**config.mk**
```make
export PLATFORM = sky130hd
export DESIGN_NAME = led_seq_ctrl
export DESIGN_NICKNAME = d
export VERILOG_FILES = /design/src/rtl/led_seq_pkg.sv /design/src/rtl/led_prescaler.sv /design/src/rtl/led_seq_ctrl.sv
export SDC_FILE = /design/constraint.sdc
export NUM_CORES = 1
export LEC_CHECK = 0
export BUFFER_PORTS_ARGS = -buffer_cell sky130_fd_sc_hd__buf_2
export CAP_MARGIN = 5
export CORE_MARGIN = 5
export CORE_UTILIZATION = 48
export DETAILED_ROUTE_END_ITERATION = 8
export PLACE_DENSITY = 0.72
export SLEW_MARGIN = 20
export SYNTH_ARGS = -nofsm -noshare
export SYNTH_HDL_FRONTEND = slang
export SYNTH_SLANG_ARGS = --single-unit
```
**constraint.sdc**
```tcl
create_clock -name clk -period 2.9 [get_ports clk]
set_clock_uncertainty 0.1 [all_clocks]
set_input_delay 0.58 -clock clk [delete_from_list [all_inputs] [get_ports clk]]
set_output_delay 0.58 -clock clk [all_outputs]
set_load 0.02 [all_outputs]
```
**src/rtl/led_seq_pkg.sv**
```systemverilog
// led_seq_pkg
//   Shared types and constants for the LED pattern sequencer.
//   - state_e      : controller states
//   - MODE_*       : encodings of the 2-bit mode input
//   - *_SEED/_ON   : entry patterns for the running states
//   - mode_to_state: maps a sampled mode code to the state it starts
package led_seq_pkg;

  typedef enum logic [2:0] {
    ST_IDLE,
    ST_STATIC,
    ST_BLINK,
    ST_CHASE,
    ST_BREATHE
  } state_e;

  localparam logic [1:0] MODE_STATIC  = 2'b00;
  localparam logic [1:0] MODE_BLINK   = 2'b01;
  localparam logic [1:0] MODE_CHASE   = 2'b10;
  localparam logic [1:0] MODE_BREATHE = 2'b11;

  localparam logic [7:0] STATIC_ON  = 8'h01;
  localparam logic [7:0] CHASE_SEED = 8'h01;
  localparam logic [7:0] BLINK_ON   = 8'hFF;

  function automatic state_e mode_to_state(input logic [1:0] mode);
    case (mode)
      MODE_STATIC:  return ST_STATIC;
      MODE_BLINK:   return ST_BLINK;
      MODE_CHASE:   return ST_CHASE;
      default:      return ST_BREATHE;
    endcase
  endfunction

endpackage

```
**src/rtl/led_prescaler.sv**
```systemverilog
// led_prescaler
//   Free-running divider producing a one-cycle tick every CLK_DIV enabled
//   cycles. Generic so it can time other outputs later.
//   Ports:
//     clk, rst_n : clock, asynchronous active-low reset
//     en         : count enable; count holds and no tick while low
//     clr        : synchronous clear to 0 (wins over en)
//     tick       : high while enabled and the count sits at CLK_DIV-1
module led_prescaler #(
  parameter int unsigned CLK_DIV = 16
) (
  input  logic clk,
  input  logic rst_n,
  input  logic en,
  input  logic clr,
  output logic tick
);

  localparam int unsigned CW = (CLK_DIV > 1) ? $clog2(CLK_DIV) : 1;
  localparam logic [CW-1:0] LAST = CW'(CLK_DIV - 1);

  logic [CW-1:0] count_q, count_d;

  // NOTE: every signal written here gets a default first so no path leaves
  // it unassigned; otherwise synthesis infers a latch.
  always_comb begin
    tick    = en && (count_q == LAST);
    count_d = count_q;
    if (clr) begin
      count_d = '0;
    end else if (en) begin
      count_d = tick ? '0 : count_q + CW'(1);
    end
  end

  // NOTE: state registers use non-blocking assignments so every flop samples
  // pre-edge values regardless of process ordering.
  always_ff @(posedge clk or negedge rst_n) begin
    if (!rst_n) begin
      count_q <= '0;
    end else begin
      count_q <= count_d;
    end
  end

endmodule

```
**src/rtl/led_seq_ctrl.sv**
```systemverilog
// led_seq_ctrl
//   LED bank pattern controller: STATIC, BLINK, CHASE and PWM BREATHE
//   patterns, stepped by an internal prescaler tick, with a final polarity
//   XOR on the output pins.
//   Ports:
//     clk, rst_n : clock, asynchronous active-low reset
//     ena        : design enable; freezes prescaler, PWM counter and pattern
//     mode[1:0]  : pattern select, sampled only when leaving IDLE
//     run        : level; high starts/sustains a sequence, low returns to IDLE
//     invert     : output polarity; 1 inverts every LED bit
//     led[7:0]   : pattern ^ {8{invert}}
//     busy       : state is not IDLE
//     tick       : one-cycle pulse on each prescaler wrap
module led_seq_ctrl
  import led_seq_pkg::*;
#(
  parameter int unsigned CLK_DIV  = 16,
  parameter int unsigned PWM_BITS = 4
) (
  input  logic       clk,
  input  logic       rst_n,
  input  logic       ena,
  input  logic [1:0] mode,
  input  logic       run,
  input  logic       invert,
  output logic [7:0] led,
  output logic       busy,
  output logic       tick
);

  localparam logic [PWM_BITS-1:0] DUTY_MAX = {PWM_BITS{1'b1}};
  localparam logic [PWM_BITS-1:0] ONE      = PWM_BITS'(1);

  state_e              state_q, state_d;
  logic [7:0]          pattern_q, pattern_d;
  logic [PWM_BITS-1:0] duty_q, duty_d;
  logic [PWM_BITS-1:0] pwm_cnt_q, pwm_cnt_d;
  logic                dir_down_q, dir_down_d;
  logic                presc_clr;
  logic                tick_w;

  assign busy = (state_q != ST_IDLE);
  assign tick = tick_w;
  assign led  = pattern_q ^ {8{invert}};

  led_prescaler #(
    .CLK_DIV (CLK_DIV)
  ) u_prescaler (
    .clk   (clk),
    .rst_n (rst_n),
    .en    (busy && ena),
    .clr   (presc_clr),
    .tick  (tick_w)
  );

  always_comb begin
    state_d    = state_q;
    pattern_d  = pattern_q;
    duty_d     = duty_q;
    pwm_cnt_d  = pwm_cnt_q;
    dir_down_d = dir_down_q;
    presc_clr  = 1'b0;

    if (state_q == ST_IDLE) begin
      pattern_d = '0;
      if (run) begin
        // Leaving IDLE: latch mode once and load the entry pattern.
        presc_clr  = 1'b1;
        state_d    = mode_to_state(mode);
        duty_d     = '0;
        pwm_cnt_d  = '0;
        dir_down_d = 1'b0;
        case (mode)
          MODE_STATIC: pattern_d = STATIC_ON;
          MODE_BLINK:  pattern_d = BLINK_ON;
          MODE_CHASE:  pattern_d = CHASE_SEED;
          default:     pattern_d = '0;
        endcase
      end
    end else if (!run) begin
      // Stop wins over any tick in the same cycle.
      state_d   = ST_IDLE;
      pattern_d = '0;
      presc_clr = 1'b1;
    end else begin
      case (state_q)
        ST_BLINK: begin
          if (tick_w) pattern_d = ~pattern_q;
        end
        ST_CHASE: begin
          if (tick_w) pattern_d = {pattern_q[6:0], pattern_q[7]};
        end
        ST_BREATHE: begin
          if (ena) pwm_cnt_d = pwm_cnt_q + ONE;
          if (tick_w) begin
            duty_d = dir_down_q ? duty_q - ONE : duty_q + ONE;
            // Turn around as the endpoint is reached so it is held one tick.
            if (duty_d == DUTY_MAX)  dir_down_d = 1'b1;
            else if (duty_d == '0)   dir_down_d = 1'b0;
          end
          // Built from next-state values so the registered pattern always
          // matches the registered counter and duty.
          pattern_d = {8{pwm_cnt_d < duty_d}};
        end
        default: ;
      endcase
    end
  end

  always_ff @(posedge clk or negedge rst_n) begin
    if (!rst_n) begin
      state_q    <= ST_IDLE;
      pattern_q  <= '0;
      duty_q     <= '0;
      pwm_cnt_q  <= '0;
      dir_down_q <= 1'b0;
    end else begin
      state_q    <= state_d;
      pattern_q  <= pattern_d;
      duty_q     <= duty_d;
      pwm_cnt_q  <= pwm_cnt_d;
      dir_down_q <= dir_down_d;
    end
  end

endmodule
```
After elaboration in Yosys (flattened, before gate mapping)
Index checks and enable logic that the tools add are counted.

cells by class
  multiplexer cells = 40
  bitwise gates (word level) = 2
  magnitude comparators = 1
  $add $sub $neg = 4
  reduce and logical (&&, ||, !) cells = 15
  eq/ne operators = 12

operators with widths
  operator                                                             count
  4-bit two-way mux                                                    19
  8-bit two-way mux                                                    5
  8-bit case mux with 3 select lines                                   1
  8-bit case mux with 2 select lines                                   1
  4-bit by 1-bit adder with 4-bit output (second input constant)       3
  1-bit two-way mux                                                    10
  3-bit two-way mux                                                    3
  3-bit case mux with 3 select lines                                   1
  4-bit == test (second input constant)                                2
  4-bit != test (second input constant)                                2
  8-bit inverter                                                       1
  8-bit bitwise XOR                                                    1
  3-bit by 2-bit == test with 1-bit output (second input constant)     2
  2-bit nonzero test                                                   3
  3-bit nonzero test                                                   2
  5-bit by 1-bit != test with 1-bit output (second input constant)     1
  4-bit logical NOT                                                    1
  4-bit less-than comparator                                           1
  2-bit AND reduction                                                  2
  4-bit AND reduction                                                  1
  4-bit by 1-bit subtractor with 4-bit output (second input constant)  1
  3-bit == test (second input constant)                                1
  3-bit logical NOT                                                    1
  3-bit AND reduction                                                  1
  other kinds (7)                                                      8

storage, ports and cells
  register bits = 24
  output and inout port bits = 10
  bits of input ports = 7
  logic and storage cells = 80

Longest topological paths before layout
  depth after elaboration = 11
  gate-level depth with buffers = 10
  mapped depth without buffers = 10

Cells and area by module
A second synthesis with hierarchy kept.

second synthesis, totals
  cell total of the unflattened synthesis = 204
  area, all modules = 1808.0 sq um

by module, submodules not included
  module         area an instance (sq um)  cells an instance  times used  seq. area each (sq um)
  led_seq_ctrl   1602.8                    182                1           500.5
  led_prescaler  205.2                     22                 1           100.1

Worst setup path after synthesis
Ideal clock, no wire load.

  path type = input to register
  start = in ena
  end = reg pattern_q[1]
  data arrival time = 2651 ps
  path buffers = 1
  slack = 45 ps
  stages on the path = 9
  setup time = 104 ps
  data required time = 2696 ps
  path through = buf_2 nand4_4 nor2_1 mux2i_1 ha_1 a21oi_1 o211a_1 o211ai_1 a221oi_1

on the way
  word-level cells in the longest chain between the ends = 10
  elaborated cells between the ends (all ways) = 17
  classes of those cells = order compare: 1; eq/ne: 2; mux: 11; reduce/logical: 3

ends and longest elaborated chain
  item                                RTL line             RTL
  start: declaration                  led_seq_ctrl.sv:22   input logic ena,
  1-bit logical AND *                 led_seq_ctrl.sv:51   .en (busy && ena),
  1-bit logical AND *                 led_prescaler.sv:27  tick = en && (count_q == LAST);
  named net tick                      led_seq_ctrl.sv:28   output logic tick
  4-bit two-way mux                   led_seq_ctrl.sv:95   if (tick_w) begin
  4-bit two-way mux                   led_seq_ctrl.sv:86   case (state_q)
  4-bit two-way mux                   led_seq_ctrl.sv:80   end else if (!run) begin
  4-bit two-way mux                   led_seq_ctrl.sv:64   if (state_q == ST_IDLE) begin
  4-bit less-than comparator          led_seq_ctrl.sv:103  pattern_d = {8{pwm_cnt_d < duty_d}};
  8-bit case mux with 3 select lines  led_seq_ctrl.sv:86
  8-bit two-way mux                   led_seq_ctrl.sv:80
  8-bit two-way mux                   led_seq_ctrl.sv:64
  end signal: assignment              led_seq_ctrl.sv:119  pattern_q <= pattern_d;
  end: declaration                    led_seq_ctrl.sv:35   logic [7:0] pattern_q, pattern_d;

The timed path passes the listed nets; every way through them passes the cells marked *. The select of a mux whose other input is x is not followed.
A chain may end at the register's enable or synchronous reset.

Worst setup path after layout
  start = reg duty_q[1]
  end = reg pattern_q[7]

on the way
  word-level cells in the longest chain between the ends = 10
  elaborated cells between the ends (all ways) = 11
  classes of those cells = add/sub: 2; order compare: 1; mux: 8

ends and longest elaborated chain
  item                                                                                                   RTL line             RTL
  start: declaration                                                                                     led_seq_ctrl.sv:36   logic [PWM_BITS-1:0] duty_q, duty_d;
  start signal: assignment                                                                               led_seq_ctrl.sv:120  duty_q <= duty_d;
  4-bit by 1-bit adder with 4-bit output or 4-bit by 1-bit subtractor with 4-bit output (tied branches)  led_seq_ctrl.sv:96   duty_d = dir_down_q ? duty_q - ONE : duty_q + ONE;
  4-bit two-way mux                                                                                      led_seq_ctrl.sv:96
  4-bit two-way mux *                                                                                    led_seq_ctrl.sv:95
  4-bit two-way mux *                                                                                    led_seq_ctrl.sv:86
  4-bit two-way mux *                                                                                    led_seq_ctrl.sv:80
  4-bit two-way mux *                                                                                    led_seq_ctrl.sv:64
  4-bit less-than comparator *                                                                           led_seq_ctrl.sv:103
  8-bit case mux with 3 select lines *                                                                   led_seq_ctrl.sv:86
  8-bit two-way mux *                                                                                    led_seq_ctrl.sv:80
  8-bit two-way mux *                                                                                    led_seq_ctrl.sv:64

Every way passes the cells marked *; elsewhere a longest branch is shown, timed or not. The select of a mux whose other input is x is not followed.

==> impl_metrics.ini <==
[layout]
final_net_count = 244
instances_no_fill = 269
diodes = 0
syn_to_final_growth_pct = 14.3
layout-drive-gt1-share = 0.181
final_common_cell = nand2_1
layout_common_cells = nand2_1 (30), dfrtp_1 (24), buf_2 (16), nor2_1 (15), ha_1 (14)
nFillCells = 327
fin_util = 0.562
stdcell_area_um2 = 2030

[yosys]
yosys.area_share.adder = 0.110
muxShareOfSynthArea = 0.0353
ys_seq_area_frac = 0.339
avgSynthCellArea_um2 = 8.86
synth-seq-cells = 24
syn_area_um2 = 1770
synth-xor-area-share = 0.0692
synth_top_family_by_area = simple AND/OR/NAND/NOR gates
ys_types = 44
yosys.area_share.simple = 0.216
synth_nets = 222
synth_cells = 200
synth-compound-area-share = 0.191
synth_warnings = 0

[power]
vdd_drop_max_mv = 0.236
p_leak_nw = 0.917
power.total_mw = 1.67
power_density_nw_per_um2 = 825

[detailed_routing]
drt-wirelength-per-cell_um = 14.2
post-route-drc-count = 0
antenna_left = 0
dr_total_vias = 1574
drt_iter0_markers = 99
avgViaCountPerCell = 5.85
drt_first_pass_iters = 4
routed_wirelength_um = 3820

[critical_path]
cp-end-kind = register
arrival_ns = 2.74
worstSetupPathType = register to register
cp.required_ns = 2.97
r2r-start = duty_q[1]
crit_start = duty_q[1]
start_kind = register
cp_max_fo = 7

[job]
max_cap_viol_count = 0

[sta]
max_slew_margin = 0.627
fmax_ghz = 0.374
timing.hold.ws_ns = 0.185
fin_crit_ns = 2.67
setup_violations = 0
rsz0062_at_grt = no
hold_viol = 0
tightest_slew_ns = 0.560
fin_tns_setup_ns = 0
layout_setup_ws_ns = 0.230
finalMaxSlewViolations = 0
fin_crit_sh = 0.921

[grt]
grt_pass1_wl_um = 6810
grt_max_degree = 25
grtUsageTotal = 0.165
antenna_found_initial = 0
grt_overflow = 0
grt_pass1_vias = 1526

[place]
dp_slack_ns = 0.184
dp.cells = 265
dpl_cell_area_um2 = 1950
gp_congestion = 0.928
hpwl_um = 2760
io_buffers = 16

[clock_tree]
cts_max_path_buffers = 2
clk_pin_slew_ns = 0.09
cts_tree = yes
htreeDepth = 1
cts_made_buffers = 3
cts_sinks = 24
post_cts_buffers = 0
insertion_delay_ns = 0.27
clockRootBuffer = clkbuf_8

[die]
die_w_um = 70.8
num_rows = 22
die_area_um2 = 5010
ioPinCount = 17
initial_core_util = 0.492
chipHeight_um = 70.8
core_um2 = 3610

[outcome]
run_status = finished, final reports clean

[hold_path]
hold_class = input port to asynchronous set/reset pin
layer usage:
metal | GRT usage | part of all wire | vias to the layer above
li1 | - | - | 760
met1 | 0.222 | 0.48 | 780
met2 | 0.275 | 0.47 | 28
met3 | 0.0170 | 0.032 | 6
met4 | 0.0605 | 0.015 | 0
met5 | 0 | 0 | -
cell usage after synthesis:
master,count,share of area
mux2i_1,4,0.023
ha_1,14,0.099
or3b_1,1,0.0049
a221oi_1,7,0.035
o2111a_1,1,0.0064
nand2b_1,2,0.0071
a21oi_1,9,0.025
and2_1,1,0.0035
a41oi_1,1,0.0049
mux2_2,2,0.013
and3b_1,1,0.0049
or3b_2,1,0.0049
nand4_1,2,0.0071
o22ai_1,2,0.0071
nor4b_1,1,0.0049
nor3_2,1,0.0056
nor3_1,4,0.011
nor2b_1,1,0.0035
nor4b_4,1,0.013
a211o_1,1,0.0049
o21ai_0,10,0.028
fa_1,1,0.011
o211ai_1,8,0.034
nor2_1,15,0.032
nand3b_1,1,0.0042
o21a_1,1,0.0042
xnor2_1,3,0.015
or3_1,1,0.0035
o21bai_1,1,0.0042
nand2_1,30,0.064
o31ai_1,1,0.0042
inv_1,8,0.017
and3_1,2,0.0071
xor2_1,11,0.054
a22oi_1,3,0.013
a311oi_1,1,0.0049
nand4_4,1,0.012
buf_2,3,0.0085
nand3_1,8,0.023
dfrtp_1,24,0.34
clkbuf_1,7,0.015
a22o_1,1,0.0049
a21o_1,1,0.0042
o211a_1,1,0.0056
path summary, 6_finish.rpt:
check,endpoint,slack [ns],cells past startpoint
max,pattern_q[7],0.23,10
min,duty_q[0],0.19,1
max reg2reg,pattern_q[7],0.23,10
min reg2reg,pwm_cnt_q[3],0.41,2
max in group asynchronous,dir_down_q,2.13,1
min in group clk,pwm_cnt_q[3],0.41,2
logic make-up after synthesis:
family	after synthesis
AOI/OAI and AO/OA	49
xor gates and xnor gates	14
adders and majority gates	15
buffers and inverters	18
DFF	24
muxes	6
and+or+nand+nor	74
registers in the layout, summed over array words and instances (netlist names):
name	cells
pwm_cnt_q	4
state_q	3
u_prescaler.count_q	4
duty_q	4
dir_down_q	1
pattern_q	8
cell type report:
cell class | count | area (um^2) | area share
Multi-Input combinational cell | 158 | 1120 | 0.552
Sequential cell | 24 | 601 | 0.296
Timing Repair Buffer | 27 | 163 | 0.0802
Tap cell | 48 | 60.1 | 0.0296
Clock buffer | 4 | 55.1 | 0.0272
Inverter | 8 | 30.0 | 0.0148
worst max-delay path: stages (launching register included):
cell	delay, ns
dfrtp_1	0.39
ha_1	0.34
a21o_1	0.19
a21oi_1	0.18
xnor2_1	0.16
mux2i_1	0.11
ha_1	0.32
a21oi_2	0.19
o211a_4	0.23
o211ai_1	0.11
a221oi_1	0.25
what timing repair did:
item,in CTS,in global routing
gates resized for setup,0,4
hold buffers,0,0
endpoints found under the setup margin,0,7
where the power goes:
part | internal, mW | switching (mW)
Clock | 0.121 | 0.111
Combinational | 0.362 | 0.530
Sequential | 0.424 | 0.123
(Power assumes the default switching activity.)
